### src/rtl/cart_stream_loader.sv
// rtl/cart_stream_loader.sv - boot-time cartridge stream loader with GB header checksum gate
// Streams bytes into cartridge bank RAM and holds the DZCPU in reset until the image is accepted.
module cart_stream_loader #(
   parameter int ADDR_W     = 15,
   parameter int CART_BYTES = 32768,
   parameter bit STRICT     = 1'b1
) (
   input  logic              iClock,
   input  logic              iReset_n,
   input  logic              iStart,
   input  logic              iByteValid,
   input  logic [7:0]        iByte,
   output logic              oByteReady,
   output logic              oWe,
   output logic [ADDR_W-1:0] oAddr,
   output logic [7:0]        oData,
   output logic              oBusy,
   output logic              oDone,
   output logic              oChecksumOk,
   output logic              oCpuReset
);

   // One spare count bit so CART_BYTES == 2**ADDR_W still compares cleanly.
   localparam int CW = ADDR_W + 1;
   localparam logic [CW-1:0] CountLast = CW'(CART_BYTES - 1);
   localparam logic [CW-1:0] SumFirst  = CW'(16'h134);
   localparam logic [CW-1:0] SumLast   = CW'(16'h14C);
   localparam logic [CW-1:0] StoredAt  = CW'(16'h14D);

   localparam logic [2:0] StIdle  = 3'd0;
   localparam logic [2:0] StLoad  = 3'd1;
   localparam logic [2:0] StCheck = 3'd2;
   localparam logic [2:0] StDone  = 3'd3;
   localparam logic [2:0] StError = 3'd4;

   logic [2:0]    state;
   logic [CW-1:0] count;
   logic [7:0]    sum;
   logic [7:0]    stored;
   logic          accept;
   logic          checksumMatch;

   assign oByteReady    = (state == StLoad);
   assign oBusy         = (state == StLoad) || (state == StCheck);
   assign oDone         = (state == StDone);
   assign accept        = iByteValid & oByteReady;
   assign checksumMatch = (sum == stored);

   always_ff @(posedge iClock or negedge iReset_n) begin
      if (!iReset_n) begin
         state       <= StIdle;
         count       <= '0;
         sum         <= '0;
         stored      <= '0;
         oWe         <= 1'b0;
         oAddr       <= '0;
         oData       <= '0;
         oChecksumOk <= 1'b0;
         oCpuReset   <= 1'b1;
      end else begin
         // RAM never stalls, so every accepted byte is written on the following cycle.
         oWe <= accept;
         if (accept) begin
            oAddr <= count[ADDR_W-1:0];
            oData <= iByte;
         end

         case (state)
            StIdle, StDone, StError: begin
               if (iStart) begin
                  state       <= StLoad;
                  count       <= '0;
                  sum         <= '0;
                  stored      <= '0;
                  oCpuReset   <= 1'b1;
                  oChecksumOk <= 1'b0;
               end
            end
            StLoad: begin
               if (accept) begin
                  count <= count + CW'(1);
                  if (count >= SumFirst && count <= SumLast)
                     sum <= sum - iByte - 8'd1;
                  if (count == StoredAt)
                     stored <= iByte;
                  if (count == CountLast)
                     state <= StCheck;
               end
            end
            StCheck: begin
               oChecksumOk <= checksumMatch;
               if (checksumMatch || !STRICT) begin
                  state     <= StDone;
                  oCpuReset <= 1'b0;
               end else begin
                  state <= StError;
               end
            end
            default: state <= StIdle;
         endcase
      end
   end

endmodule

### config.mk
export PLATFORM = sky130hd
export DESIGN_NAME = cart_stream_loader
export DESIGN_NICKNAME = d
export VERILOG_FILES = /design/src/rtl/cart_stream_loader.sv
export SDC_FILE = /design/constraint.sdc
export NUM_CORES = 1
export LEC_CHECK = 0
export CORE_MARGIN = 8
export CORE_UTILIZATION = 33
export CTS_CLUSTER_DIAMETER = 150
export CTS_CLUSTER_SIZE = 25
export DETAILED_ROUTE_END_ITERATION = 10
export GPL_TIMING_DRIVEN = 0
export SYNTH_ARGS = -nofsm -noshare
export SYNTH_HDL_FRONTEND = slang
export SYNTH_SLANG_ARGS = --single-unit
### constraint.sdc
create_clock -name iClock -period 4.2 [get_ports iClock]
set_input_delay 0.42 -clock iClock [delete_from_list [all_inputs] [get_ports iClock]]
set_output_delay 0.42 -clock iClock [all_outputs]
set_load 0.02 [all_outputs]
---- After elaboration in Yosys (flattened, before gate mapping) ----
Cells that the tools add are included.
operators by class
  add/sub/neg operators ................... 3
  magnitude comparators ................... 2
  equal/unequal tests ..................... 13
  muxes and demuxes ....................... 20
  bitwise operators ....................... 1
  reduce and logical (&&, ||, !) cells .... 12
operators by type and width
  cell                                                                 count
  two-way mux 8 bit                                                    5
  two-way mux 16 bit                                                   2
  case mux 16 bit (2 select lines)                                     1
  case mux 8 bit (2 select lines)                                      2
  adder 16 x 1 -> 16 bit (second input constant)                       1
  equality test 16 x 15 -> 1 bit (second input constant)               1
  equality test 16 x 9 -> 1 bit (second input constant)                1
  greater-or-equal comparator 16 x 9 -> 1 bit (second input constant)  1
  less-or-equal comparator 16 x 9 -> 1 bit (second input constant)     1
  two-way mux 3 bit                                                    4
  case mux 3 bit (3 select lines)                                      1
  AND reduction 3 bit                                                  3
  equality test 8 bit                                                  1
  inequality test 2 x 1 -> 1 bit (second input constant)               4
  AND reduction 4 bit                                                  2
  subtractor 8 x 1 -> 8 bit (second input constant)                    1
  subtractor 8 bit                                                     1
  equality test 3 x 2 -> 1 bit (second input constant)                 2
  inequality test 2 bit (second input constant)                        2
  case mux 1 bit (2 select lines)                                      2
  nonzero test 2 bit                                                   2
  equality test 3 x 1 -> 1 bit (second input constant)                 1
  equality test 3 bit (second input constant)                          1
  zero test 3 bit                                                      1
  6 further kinds                                                      8
storage, ports and cells
  register bits ........................... 61
  input port bits ......................... 12
  output and inout port bits .............. 29
  word-level logic and storage cells ...... 60

---- Logic depth before layout (Yosys ltp) ----
Gate-level depths: netlist of the first run.
  depth after elaboration ................. 5
  depth in mapped cells ................... 9
  gate-level depth less buffers ........... 9

---- Worst setup path before layout of the first run ----
OpenSTA, ideal clock, no wires.
  kind .................................... input to register
  start point ............................. input port iByte[4]
  end point ............................... register sum[7]
  library setup time ...................... 0.124 ns
  arrival time ............................ 1.760 ns
  required time ........................... 4.076 ns
  path slack .............................. 2.316 ns
  stages .................................. 7
  path buffers ............................ 0
  path through ............................ inv_1 ha_1 a21oi_1 nand2_1 or3_1 and4_1 a211o_1
between the ends
  cells in the longest elaborated chain, start to end .. 5
RTL lines
  what                             RTL line  source
  start, declared                  12        input logic [7:0] iByte,
  subtractor 8 bit                 83        sum <= sum - iByte - 8'd1;
  subtractor 8 x 1 -> 8 bit        83
  two-way mux 8 bit                82        if (count >= SumFirst && count <= SumLast)
  two-way mux 8 bit                80        if (accept) begin
  case mux 8 bit (2 select lines)  68        case (state)
  end signal, assigned             83
  end, declared                    38        logic [7:0] sum;
Every way passes these cells. The select of a mux whose other input is x is not followed.
A chain may end at the register's enable or synchronous reset.

---- Final worst setup path of the first run ----
  start point ............................. register state[0]
  end point ............................... output port oBusy
between the ends
  cells in the longest elaborated chain, start to end .. 2
  elaborated cells on any way between the ends .. 3
  those cells by class .................... 2 x eq/ne; 1 x reduce/logical
RTL lines
  what                                                                                 RTL line  source
  start, declared                                                                      36        logic [2:0] state;
  start signal, assigned                                                               51        state <= StIdle;
  start signal, assigned                                                               71        state <= StLoad;
  start signal, assigned                                                               87        state <= StCheck;
  equality test 3 x 1 -> 1 bit / equality test 3 x 2 -> 1 bit (equally long branches)  44        assign oBusy = (state == StLoad) || (state == StCheck);
  logical OR 1 bit (*)                                                                 44
  end, declared                                                                        17        output logic oBusy,
Every way passes the cells marked *; elsewhere a longest branch is shown, timed or not.

==> results of run 1 <==
-- logic make-up after synthesis --
| family | after synthesis | synth area share (%) |
|---|---|---|
| simple gates | 129 | 19.46 |
| buf+inv | 31 | 4.523 |
| compound gates | 73 | 18.55 |
| flops | 61 | 46.41 |
| fa+ha+maj | 11 | 4.409 |
| xor+xnor | 25 | 6.651 |
-- metal layers --
layer / routed length (um) / global-route usage [%] / up-vias
met2: 3666 / 20.89 / 43
met5: 0 / 0 / -
met3: 428 / 3.804 / 9
met4: 89 / 3.976 / 0
li1: - / - / 1247
met1: 3342 / 14.42 / 1199
-- stage by stage --
step | hold slack [ns] | cells
after floorplan | 0.1244 | 330
after global placement | 0.4578 | 503
after detailed placement | 0.4618 | 504
after CTS | 0.1369 | 520
after global routing | 0.1799 | 520
final | 0.1259 | 520
-- flip-flops by register name, summed over array words and instances (netlist names) --
| signal | count |
|---|---|
| oData | 8 |
| oChecksumOk | 1 |
| count | 16 |
| state | 3 |
| oCpuReset | 1 |
| oWe | 1 |
| stored | 8 |
| sum | 8 |
| oAddr | 15 |
-- power by group through the flow --
stage               combinational (mW)  sequential (mW)  clock [mW]
floorplan                        0.129            0.716           0
global placement                 0.291            0.684           0
detailed placement               0.296            0.686           0
CTS                              0.298            0.675       0.703
global route                     0.324            0.682       0.725
finish                           0.291            0.675       0.684
-- layout by cell type (no fill, tap or decap), types with 3 or more instances in the layout --
cell type,count
a2111oi_4,3
a211oi_1,5
a211oi_2,4
a21oi_1,6
a22o_1,15
a31oi_1,4
buf_2,3
buf_6,4
bufinv_16,4
clkbuf_1,6
clkbuf_8,9
clkdlybuf4s50_1,39
dfrtp_1,60
ha_1,10
inv_1,17
nand2_1,63
nand3_1,5
nand4_1,4
nor2_1,25
nor2b_1,4
nor3_1,3
o21a_1,3
o21ai_0,20
xnor2_1,25
-- worst min-delay path by stage --
stage	start	end	slack, ns	depth (start not counted)
3_5_place_dp	oAddr[5]$_DFFE_PN0P_	oAddr[5]$_DFFE_PN0P_	0.46	2
5_1_grt	iReset_n	oAddr[13]$_DFFE_PN0P_	0.18	1
2_1_floorplan	iReset_n	count[0]$_DFFE_PN0P_	0.12	0
3_3_place_gp	oAddr[13]$_DFFE_PN0P_	oAddr[13]$_DFFE_PN0P_	0.46	2
4_1_cts	iReset_n	oAddr[13]$_DFFE_PN0P_	0.14	1
6_report	iReset_n	oAddr[6]$_DFFE_PN0P_	0.13	1
-- worst max-delay path, cell delays in order, from the launching register on --
cell and delay (ns):
dfrtp_1 0.36, clkbuf_1 0.35, xnor2_1 0.10, nor2_1 0.11
clkdlybuf4s50_1 0.62
-- layout make-up --
class,count,area (um2)
Sequential cell,61,1528
Buffer,13,81.33
Clock inverter,7,137.6
Tap cell,133,166.4
Timing Repair Buffer,41,415.4
Clock buffer,9,123.9
Fill cell,996,5594
Inverter,18,67.56
Multi-Input combinational cell,238,1615
==> results_dict.tcl, run 1 <==
set metrics [dict create \
    status "finished, final reports clean" \
    ys_top_cells_by_count "nand2_1, dfrtp_1, nor2_1, xnor2_1, o21ai_0" \
    synth_cells 330 \
    root_buffer "clkbuf_8" \
    fin_skew_ns 0.004549 \
    htreeDepth 3 \
    layout.nets 405 \
    post-route-period-util_pct 54.86 \
    detail-route-antenna-nets 0 \
    clockBufferDepth 2 \
    route.vias.total 2498 \
    grt_overflow 0 \
    cts_hold_repair.buffers 0 \
    synthFlopType "dfrtp_1" \
    track_usage_pct 12.29 \
    dp_hpwl_um 5652 \
    cts.sinks 61 \
    finalSetupTns_ns 0 \
    setup_violations 0 \
    grt_pass1_vias 2560 \
    power_frac_seq_pct 40.9 \
    synth.cell_area_um2 3292 \
    area_growth_pct 25.62 \
    place_area_um2 3874 \
    viasPerCell 4.804 \
    combinationalPowerShare_pct 17.6 \
    place_congestion 0.7890 \
    hp-class "primary input to async pin" \
    crit_start "state[0]$_DFFE_PN0P_" \
    synthDistinctLibCells 56 \
    io_pins 41 \
    r2r_cells 6 \
    detail_route.wl_per_cell_um 14.47 \
    ys_seq_area_share_pct 46.41 \
    p_leak_nw 1.785 \
    crit_required_ns 3.78 \
    p_clk_share_pct 41.5 \
    synth_top_area_share_pct 45.61 \
    fin_util_pct 42.50 \
    drc 0 \
    start_util_pct 33.83 \
    hold_violations 0 \
    antenna-diode-count 0 \
    relSlewSlack_pct 53.43 \
    startpoint_type "register" \
    post_cts_resized 0 \
    worstPathArrival_ns 1.88 \
    drtIter0Drc 138 \
    cts_setup_buffers 0 \
    tightest_slew_ns 0.6985 \
    cts_buffers 9 \
    yosysMostFrequentCell "nand2_1" \
    swShare_pct 26.91 \
    max_freq_mhz 434.0 \
    first_pass_iters 4 \
    clkTransAtPathRegs_ns 0.07 \
    cp_max_fo 10 \
    rrSetupSlack_ns 2.22 \
    ys_ff_latch 61 \
    slew_violations 0 \
    antenna_found_initial 0 \
    synth_nets 353 \
    ys_warn_count 0 \
    grt_pass1_wl_um 12930 \
    synthTopCellsByArea "dfrtp_1, nand2_1, xnor2_1, a22o_1, ha_1" \
    fp.dieW_um 115.9 \
    p_int_mw 1.205 \
    r2r-end "sum[7]$_DFFE_PN0P_" \
    p_switching_mw 0.4439 \
    fp.dieArea_um2 13430 \
    synth_top_cell_by_area "dfrtp_1" \
    drive_gt1_share_pct 12.92 \
    p_per_area_nw_per_um2 398.9 \
    crit_path_end_kind "output port" \
    die_h_um 115.9 \
    routed_wl_um 7525 \
    insertion_delay_ns 0.34 \
    peakVddDrop_uv 247.5 \
    reg2reg_from "sum[1]$_DFFE_PN0P_" \
    critPathKind "register to output port" \
    dp_slack_ns 1.568 \
    portBuffers 40 \
    cts_tree "built" \
    drv_cap 0 \
    power_mw 1.649 \
    layout_setup_ws_ns 1.896 \
    grt_max_degree 32 \
    final_cell_area_um2 4135 \
    design.core.area_um2 9729 \
    rsz0062_at_grt "false" \
    synthArstFlopShare_pct 100.0 \
    endpoint "oBusy" \
    syn_area_per_cell_um2 9.975 \
    synth_edf_count 0 \
    row_count 36 \
    fin_crit_ns 2.304 \
]
Note: power is estimated with default switching activity, not from simulation.
==> run 2, diff against run 1 <==
clock period = 1.9 ns   (was 4.2 ns; I/O delays follow)
==> results_dict.tcl, run 2 (synthesis gave the netlist of run 1 again) <==
set metrics [dict create \
    r2r-end "sum[7]$_DFFE_PN0P_" \
    setup_violations 0 \
    drv_cap 0 \
    max_freq_mhz 541.0 \
    clockBufferDepth 2 \
    crit_path_end_kind "register" \
    detail_route.wl_per_cell_um 14.53 \
    met2_usage_pct 21.39 \
    fin_crit_ns 1.848 \
    routed_wl_um 7701 \
    top_register "count" \
    endpoint "sum[7]$_DFFE_PN0P_" \
    antenna_found_initial 0 \
    fin_skew_ns 0.004061 \
    die_h_um 115.9 \
    viasPerCell 4.813 \
    clkTransAtPathRegs_ns 0.07 \
    finalSetupTns_ns 0 \
    fp.dieW_um 115.9 \
    largest_reg_flops 16 \
    cp_max_fo 8 \
    final_common_cell "nand2_1" \
    drc 0 \
    status "finished, final reports clean" \
    startpoint_type "register" \
    cts.sinks 61 \
    drive_gt1_share_pct 20.40 \
    slew_violations 0 \
    r2r_cells 7 \
    top_usage_layer "met2" \
    hp-start "iByte[1]" \
    p_per_area_nw_per_um2 841.3 \
    peakVddDrop_uv 552.0 \
    rrSetupSlack_ns 0.05 \
    hold_violations 0 \
    crit_required_ns 2.12 \
    start_util_pct 33.83 \
    grt_util_met3_pct 3.856 \
    cpMaxStageDelayCell "dfrtp_1" \
    place_area_um2 3874 \
    track_usage_pct 12.31 \
    dp_hpwl_um 5652 \
    drtIter0Drc 149 \
    grt_overflow 0 \
    io_pins 41 \
    row_count 36 \
    route.vias.total 2551 \
    layout.nets 415 \
    tightest_slew_ns 0.7053 \
    area_growth_pct 32.61 \
    rsz0062_at_grt "true" \
    grt_max_degree 32 \
    whs_ns 0.3384 \
    place_congestion 0.7890 \
    grt_pass1_vias 2611 \
    worstPathArrival_ns 2.07 \
    cts_buffers 9 \
    cts_tree "built" \
    reg2reg_from "count[7]$_DFFE_PN0P_" \
    root_buffer "clkbuf_8" \
    power_mw 3.673 \
    critPathKind "register to register" \
    layout_common_cells "nand2_1, dfrtp_1, clkdlybuf4s50_1" \
    design.core.area_um2 9729 \
    portBuffers 40 \
    hp-class "primary input to register" \
    post-route-period-util_pct 97.28 \
    crit_start "count[7]$_DFFE_PN0P_" \
    fp.dieArea_um2 13430 \
    htreeDepth 3 \
    top_regs "count x16, oAddr x15" \
    grt_util_met1_pct 14.23 \
    max_stage_delay_ns 0.38 \
    antenna-diode-count 0 \
    grt_pass1_wl_um 13050 \
    final_cell_area_um2 4365 \
    detail-route-antenna-nets 0 \
    first_pass_iters 4 \
    insertion_delay_ns 0.33 \
    critical_path.cell_chain "buf_6 -> nor4_4 -> nand4b_4 -> a21oi_4 -> o31ai_4 -> buf_12 -> a211o_1" \
    relSlewSlack_pct 52.98 \
    p_leak_nw 1.868 \
]
==> run 2: cell types whose count changed in the layout (fill, tap and decap cells not counted), moves of 3 or more <==
cell             change
buf_4               +10
clkbuf_1             -5
ha_1                 -5
clkdlybuf4s50_1      -4
dlygate4sd2_1        +4
ha_4                 +4
clkbuf_2             +3
dfrtp_1              -3
dfrtp_2              +3
==> run 2: timing repair <==
item / CTS / global route
pin swaps: 2 / 4
hold buffers: 1 / 0
endpoints found under the setup margin: 29 / 15
setup buffers: 3 / 8
endpoints found under the hold margin: 30 / 0
resized for setup: 11 / 25
==> run 2: area by class of cell <==
class                      count  area [um2]
fill                         978        5364
tap                          133       166.4
sequential                    61        1531
multi-input combinational    238        1745
buffer                        11       77.57
clock buffer                   9       123.9
clock inverter                 7       137.6
inverter                      18       67.56
timing repair buffer          53       515.5
==> run 2: metal layers <==
metal / routed length [um] / vias up
met5: 0 / -
met1: 3387 / 1230
met3: 407 / 7
met2: 3833 / 48
li1: - / 1266
met4: 73 / 0
==> run 2: worst min-delay path by stage <==
stage	end	slack (ns)	cells past startpoint
3_5_place_dp	oAddr[6]$_DFFE_PN0P_	0.28	1
6_report	stored[1]$_DFFE_PN0P_	0.34	2
4_1_cts	stored[1]$_DFFE_PN0P_	0.30	2
2_1_floorplan	count[0]$_DFFE_PN0P_	-0.11	0
5_1_grt	stored[1]$_DFFE_PN0P_	0.38	2
3_3_place_gp	oAddr[13]$_DFFE_PN0P_	0.46	2
==> run 2: stage by stage <==
step | setup WS, ns | utilization [%] | instances
2_1_floorplan | 0.07527 | - | 330
3_3_place_gp | -1.400 | 39.66 | 503
3_5_place_dp | -0.5017 | 39.81 | 504
4_1_cts | -0.01189 | 43.22 | 523
5_1_grt | -0.02139 | 44.87 | 530
6_report | 0.05165 | 44.87 | 530
==> run 2: critical path: cells and delay by family, from the launching register on <==
kind / cells / cell delay [ns]
AO/OA/AOI/OAI: 3 / 0.57
buffers and inverters: 2 / 0.29
flip-flops: 1 / 0.38
AND/OR/NAND/NOR: 2 / 0.49
==> run 2: report_power, final <==
group,internal [mW],total (mW),switching (mW)
registers,1.41,1.49,0.0866
logic,0.270,0.665,0.395
clock network,0.999,1.51,0.515
total,2.68,3.67,0.996
==> run 3, diff against run 2 <==
ABC_AREA = 1   (was default)
clock period = 2.2 ns   (was 1.9 ns; I/O delays follow)
==> results_dict.tcl, run 3 <==
set metrics [dict create \
    synth_nets 458 \
    ys_top_cells_by_count "nand2_1, dfrtp_1, inv_1, o21ai_0, nor2_1" \
    peakVddDrop_uv 433.2 \
    grt_util_met3_pct 3.413 \
    io_pins 41 \
    layout_common_cells "nand2_1, dfrtp_1, inv_1" \
    whs_ns 0.4320 \
    largest_reg_flops 16 \
    synth_top_area_share_pct 45.30 \
    startpoint_type "register" \
    drv_cap 0 \
    p_leak_nw 1.999 \
    met2_usage_pct 22.23 \
    syn_area_per_cell_um2 7.619 \
    row_count 36 \
    crit_path_end_kind "register" \
    layout_setup_ws_ns 0.2428 \
    drc 0 \
    crit_required_ns 2.44 \
    ys_ff_latch 61 \
    synth_top_cell_by_area "dfrtp_1" \
    grt_overflow 0 \
    first_pass_iters 4 \
    place_area_um2 3879 \
    hold_violations 0 \
    clockBufferDepth 2 \
    setup_violations 0 \
    synth_edf_count 0 \
    area_growth_pct 23.40 \
    synthDistinctLibCells 26 \
    dp_hpwl_um 6107 \
    p_per_area_nw_per_um2 1073 \
    top_regs "count x16, oAddr x15" \
    final_common_cell "nand2_1" \
    track_usage_pct 13.12 \
    synth.cell_area_um2 3314 \
    routed_wl_um 8092 \
    fp.dieArea_um2 13510 \
    hp-class "primary input to register" \
    ys_seq_area_share_pct 46.09 \
    insertion_delay_ns 0.35 \
    status "finished, final reports clean" \
    viasPerCell 4.688 \
    detail_route.wl_per_cell_um 12.97 \
    finalSetupTns_ns 0 \
    cp_max_fo 8 \
    num-fill-cells 1027 \
    start_util_pct 33.91 \
    grt_util_met1_pct 15.57 \
    antenna_found_initial 0 \
    yosysMostFrequentCell "nand2_1" \
    clkTransAtPathRegs_ns 0.07 \
    drive_gt1_share_pct 5.906 \
    max_freq_mhz 510.9 \
    htreeDepth 3 \
    fp.dieW_um 116.2 \
    route.vias.total 2925 \
    worstPathArrival_ns 2.20 \
    drtIter0Drc 142 \
    detail-route-antenna-nets 0 \
    grt_pass1_wl_um 13890 \
    multiInputGateArea_um2 1562 \
    design.core.area_um2 9774 \
    grt_pass1_vias 2910 \
    top_register "count" \
    layout.nets 510 \
    final_cell_area_um2 4090 \
    ys_warn_count 0 \
    antenna-diode-count 0 \
    portBuffers 40 \
    cts_buffers 9 \
    die_h_um 116.2 \
    synthTopCellsByArea "dfrtp_1, nand2_1, o21ai_0, inv_1, nand3_1" \
    critPathKind "register to register" \
    place_congestion 0.8715 \
    synthFlopType "dfrtp_1" \
    ff_latch_area_um2 1528 \
    rrSetupSlack_ns 0.24 \
    synthArstFlopShare_pct 100.0 \
    top_usage_layer "met2" \
    grt_max_degree 62 \
    fin_crit_ns 1.957 \
    post-route-period-util_pct 88.96 \
    rsz0062_at_grt "false" \
    cts.sinks 61 \
    dp_slack_ns 0.07502 \
    relSlewSlack_pct 48.33 \
    cts_tree "built" \
    tightest_slew_ns 0.7751 \
    slew_violations 0 \
    synth_cells 435 \
    root_buffer "clkbuf_8" \
    fin_skew_ns 0.007409 \
    fin_util_pct 41.85 \
]
[run 3: cell types whose count changed in the layout (fill, tap and decap cells not counted), moves of 5 or more]
cell / before / now
nand4_1: 4 / 15
inv_1: 15 / 47
nand2_1: 62 / 146
nor2_1: 24 / 35
ha_1: 5 / 10
o21ai_0: 20 / 40
buf_4: 10 / 1
nand3_1: 5 / 32
nor3_1: 3 / 12
a22o_1: 15 / 0
xnor2_1: 25 / 11
a211oi_1: 5 / 0
[run 3: what timing repair did]
action	CTS	global route
setup endpoints to repair	1	1
setup buffers	0	0
gates resized for setup	2	1
gates cloned	0	0
endpoints found under the hold margin	60	0
pin swaps	0	0
hold buffers	1	0
[run 3: layer usage]
layer  vias to the layer above  share of wire [%]
li1                       1502                  -
met1                      1358                 45
met2                        51                 47
met3                        14                5.7
met4                         0                1.9
met5                         -                  0
[run 3: path summary, 6_finish.rpt]
check,from,end,cells after the start
worst max register to register,count[14]$_DFFE_PN0P_,sum[5]$_DFFE_PN0P_,8
worst max-delay path,count[14]$_DFFE_PN0P_,sum[5]$_DFFE_PN0P_,8
max in group asynchronous,iReset_n,oData[7]$_DFFE_PN0P_,2
min in group asynchronous,iReset_n,oAddr[3]$_DFFE_PN0P_,2
worst min-delay path,iByte[5],stored[5]$_DFFE_PN0P_,3
worst min register to register,oCpuReset$_DFFE_PN1P_,oCpuReset$_DFFE_PN1P_,2
[run 3: cell type report]
type | instances | share of cell area, %
Buffer | 8 | 0.8871
Clock buffer | 11 | 3.701
Clock inverter | 4 | 1.162
Inverter | 50 | 4.650
Multi-Input combinational cell | 316 | 38.18
Sequential cell | 61 | 37.35
Tap cell | 133 | 4.069
Timing Repair Buffer | 41 | 10.00
[run 3: report_power, final]
part / switching (mW) / total (mW) / internal (mW) / leakage, nW
logic: 1.21 / 1.88 / 0.674 / 1.08
registers: 0.150 / 1.50 / 1.35 / 0.822
clock network: 0.441 / 1.01 / 0.574 / 0.101
[run 3: through the flow]
stage               cells  total power [mW]
floorplan             435             2.717
global placement      608             3.412
detailed placement    608             3.442
CTS                   624             4.470
global route          624             4.740
finish                624             4.390
[run 3: kinds of logic (layout without fill, tap and decap cells)]
family / count (synthesis) / in the layout / share of synthesized area, %
AOI/OAI and AO/OA: 47 / 47 / 7.512
buffers and inverters: 58 / 114 / 6.795
adders and majority gates: 11 / 11 / 4.379
and+or+nand+nor: 246 / 246 / 32.05
DFF: 61 / 61 / 46.09
xor gates and xnor gates: 12 / 12 / 3.171
[run 3: worst max-delay path: stages (launching register included)]
cell and delay, ns:
dfrtp_1 0.38, inv_1 0.17, nand2_1 0.07, nor3_1 0.33, nand3_1 0.17, nand2_1 0.24
nand2_1 0.28, nand2_1 0.13, nand2_1 0.06
==> RTL change 1 (settings of run 2) <==
Change the parameter `STRICT` from 1'b1 to 1'b0.
--- a/src/rtl/cart_stream_loader.sv
+++ b/src/rtl/cart_stream_loader.sv
@@ -3,7 +3,7 @@
 module cart_stream_loader #(
    parameter int ADDR_W     = 15,
    parameter int CART_BYTES = 32768,
-   parameter bit STRICT     = 1'b1
+   parameter bit STRICT     = 1'b0
 ) (
    input  logic              iClock,
    input  logic              iReset_n,
Check against the original RTL: no difference found for any inputs over 10 cycles, from zero or initial values and one cycle with iReset_n low; that may be too few to reach the edited logic, so the function may still have changed.
==> RTL change 1 against run 2 <==
- the flow now finishes with violations (setup timing)
- count of clock-buffer cells in the layout up 1
- sequential cell count shrank 1
- sequential share of layout area increased by 0.58 points
- final area decreased by 3.2%
- setup slack got worse by 0.23 ns
- routed wire length is 0.68% lower
- synthesized area fell by 6.4%
- cell count down 10%
- largest cell class unchanged
Power is not compared: it rests on default switching activity, and its combinational part moved more than twofold at a synthesized area within 25%.
==> RTL change 1: results <==
[run_status]
run_status = "complete, but fails checks"
failed_checks = "setup timing"

[synthesis]
yosys-top-cells-count = "59 x dfrtp_1, 26 x nand2_1, 22 x inv_1"
ys_seq_area_share_pct = 48.8
synth-adder-area-share_pct = 6.34
post_synth_xor_area_fraction_pct = 7.11
syn_nets = 324
synth_mux_area_share_pct = 5.52
synthTopCellsByArea = "dfrtp_1 48%, ha_1 5.7%, mux2_2 4.8%"
synthCells = 297

[clock_network]
htree_levels = 3
cts_resized = 44
clk_latency_ns = 0.35
post_cts_buffers = 10

[sta]
slew_headroom_pct = 57.9
tns_ns = -1.79
setup_ws_ns = -0.175
setup-violations-final = 20

[placement]
place_inst = 449
hpwl_um = 5470
place_congestion = 0.841

[critical_path]
slowest_stage = "or4_4"
reg2regPathDepth = 6
cp_slowest_stage_delay_ns = 0.62
crit_family = "simple AND/OR/NAND/NOR gates"

[cells_and_area]
final_cells = 475
fillers = 838
drive_gt1_share_pct = 24.5
layout.nets = 387

[global_route]
grt_pass1_wl_um = 12800
track_usage_pct = 12.7
grt_max_degree = 36
grt_pass1_vias = 2534

[route]
first_iter_violations = 95
avgRoutedWirePerCell_um = 16.1

[hold_path]
hold_path_class = "in -> async"
==> RTL change 1: cell count changes in the layout (fill, tap and decap cells not counted), moves of 11 or more <==
cell | before | now
mux2_2 | 0 | 13
nor2_1 | 24 | 13
xor2_1 | 0 | 14
nand2_1 | 62 | 26
xnor2_1 | 25 | 11
==> RTL change 1: per-layer routing <==
layer / GRT usage [%] / vias up / wire, um
met5: 0 / - / 0
met4: 4.77 / 0 / 135
met3: 3.54 / 12 / 285
met2: 21.5 / 37 / 3840
met1: 15.1 / 1214 / 3390
li1: - / 1164 / -
==> RTL change 1: cells by family after synthesis <==
| kind of cell | Yosys count |
|---|---|
| flip-flops | 60 |
| buffers and inverters | 32 |
| adder cells (fa/ha/maj) | 15 |
| XOR/XNOR | 25 |
| AO/OA/AOI/OAI | 53 |
| AND/OR/NAND/NOR | 97 |
| multiplexers | 15 |
==> RTL change 1: final cells by class <==
class | instances | area [um^2] | area share, %
Buffer | 7 | 45.0 | 1.07
Timing Repair Buffer | 55 | 532 | 12.6
Inverter | 22 | 86.3 | 2.04
Clock inverter | 5 | 100 | 2.37
Multi-Input combinational cell | 205 | 1680 | 39.7
Tap cell | 111 | 139 | 3.28
Sequential cell | 60 | 1510 | 35.7
Clock buffer | 10 | 138 | 3.26
==> RTL change 1: stage by stage <==
stage / instance area, um^2 / hold WS [ns] / total power [mW]
after global routing: 4230 / 0.465 / 5.13
after global placement: 3650 / 0.473 / 3.17
after CTS: 4180 / 0.416 / 4.85
after detailed placement: 3660 / 0.250 / 3.20
final: 4230 / 0.404 / 4.88
after floorplan: 3110 / -0.106 / 2.51
==> RTL change 1: power by group <==
part	leakage [nW]	internal [mW]	switching, mW
Sequential	0.806	1.46	0.122
Combinational	1.03	0.811	1.09
Clock	0.122	0.895	0.499
==> RTL change 2 (config.mk and constraints of run 2) <==
Without the edit above. Reset style: synchronous (`iReset_n`), changed in one clocked block.
--- a/src/rtl/cart_stream_loader.sv
+++ b/src/rtl/cart_stream_loader.sv
@@ -46,7 +46,7 @@
    assign accept        = iByteValid & oByteReady;
    assign checksumMatch = (sum == stored);
 
-   always_ff @(posedge iClock or negedge iReset_n) begin
+   always_ff @(posedge iClock) begin
       if (!iReset_n) begin
          state       <= StIdle;
          count       <= '0;
Behaviour: differs if iReset_n is asserted again (counterexample within 4 cycles, from zero or initial values and one cycle with iReset_n low); with iReset_n held inactive, the same outputs for 10 cycles.
==> RTL change 2 against run 2 <==
- via count grew 2.5%
- critical path depth shrank 1
- cell count shrank 1.3%
- non-clock buffer count shrank 6
- synthesized area shrank 9.2%
- power shrank 20%
- setup slack lost 0.0094 ns
- routed wire length shrank 4.4%
- clock skew grew 0.0030 ns
- final area shrank 11%
- global-route usage shrank 0.46 points
- sequential cell count is the same
- combinational power shrank 32%
- critical path type unchanged
- critical endpoint is now sum[7]
- largest power group is now sequential cells
- highest routed layer unchanged
==> RTL change 2: results <==
[route]
first_iter_violations = 120
vias_per_cell = 5.00
first_pass_iters = 4
routed_wl_um = 7360

[sta]
period_minus_slack_ns = 1.86
finalClockSkew_ns = 0.00707
slew_headroom_pct = 66.8

[global_route]
grtUsageMet2_pct = 20.5
use_met1_pct = 12.8
track_usage_pct = 11.9
grt_pass1_vias = 2507
grt_max_degree = 11
grt_pass1_wl_um = 12000
grt_use_met3_pct = 4.27

[placement]
hpwl_um = 5420
dp_slack_ns = -0.636
place_congestion = 0.823

[power_and_ir_drop]
p_leak_nw = 1.50
ir_drop_uv = 388

[synthesis]
yosys-top-cells-count = "66 x nand2_1, 61 x dfxtp_1, 27 x a21boi_0, 27 x nor2_1"
synthTopCellsByArea = "dfxtp_1 41%, nand2_1 8.3%, a21boi_0 6.8%"
synth.distinct_cells = 47
synthFlopType = "dfxtp_1"
ys_seq_area_share_pct = 40.9
postSynth.asyncResetShare_pct = 0
syn_nets = 381

[critical_path]
cp.arrival_ns = 2.14
reg2reg_to = "sum[7]"
critical_path.max_fanout = 7
slowest_stage = "or3b_4"
reg2regPathDepth = 6
cp_slowest_stage_delay_ns = 0.41
cp-end-kind = "flip-flop"
startpoint = "count[6]"

[cells_and_area]
fillers = 910
drive_gt1_share_pct = 13.5
layout.nets = 434

[run_status]
run_status = "finished clean"

[clock_network]
cts_root_buf = "clkbuf_8"
## RTL change 2: logic make-up (layout without fill, tap and decap cells)
family / after synthesis / in the layout / share of synthesized area [%]
multiplexers: 1 / 1 / 0.335
XOR/XNOR: 23 / 23 / 6.74
AND/OR/NAND/NOR: 152 / 152 / 24.7
buffers and inverters: 35 / 92 / 4.61
AO/OA/AOI/OAI: 75 / 75 / 17.9
flip-flops: 61 / 61 / 40.9
adder cells (fa/ha/maj): 11 / 11 / 4.86
## RTL change 2: worst max-delay path: cells and delay by family (launching register included)
kind,cells,cell delay [ns]
AOI/OAI and AO/OA,2,0.23
DFF,1,0.40
and+or+nand+nor,4,1.16
## RTL change 2: layer usage
layer	vias up	share of wire (%)
met5	-	0
met4	0	1.8
met3	13	5.9
met2	59	50
met1	1217	43
li1	1325	-
## RTL change 2: how the worst min path moves through the flow
| stage | from | endpoint | slack [ns] | depth (start not counted) |
|---|---|---|---|---|
| floorplan | iByte[0] | oData[0] | 0.33 | 2 |
| global placement | oAddr[12] | oAddr[12] | 0.45 | 2 |
| detailed placement | oAddr[10] | oAddr[10] | 0.46 | 2 |
| CTS | iByte[4] | oData[4] | 0.29 | 3 |
| global route | iByte[0] | oData[0] | 0.18 | 3 |
| finish | iByte[0] | oData[0] | 0.17 | 3 |
## RTL change 2: metrics by stage
stage	instance area [um^2]	instances
3_3_place_gp	3520	506
5_1_grt	3890	523
6_report	3890	523
4_1_cts	3790	521
3_5_place_dp	3520	506
2_1_floorplan	2990	358
## RTL change 2: what timing repair did
action,CTS,global route
pin swaps,2,5
gates resized for setup,24,22
endpoints found under the setup margin,23,25
setup buffers,0,2
## RTL change 2: final cells by class
class,count,area [um^2],share of cell area [%]
multi-input combinational,262,1760,45.2
sequential,61,1230,31.6
timing repair buffer,42,414,10.6
clock buffer,11,151,3.89
tap,108,135,3.47
buffer,16,82.6,2.12
inverter,19,71.3,1.83
clock inverter,4,47.5,1.22
## RTL change 2: power by group
part / switching, mW / internal, mW
registers: 0.0182 / 1.30
logic: 0.273 / 0.183
clock network: 0.511 / 0.665
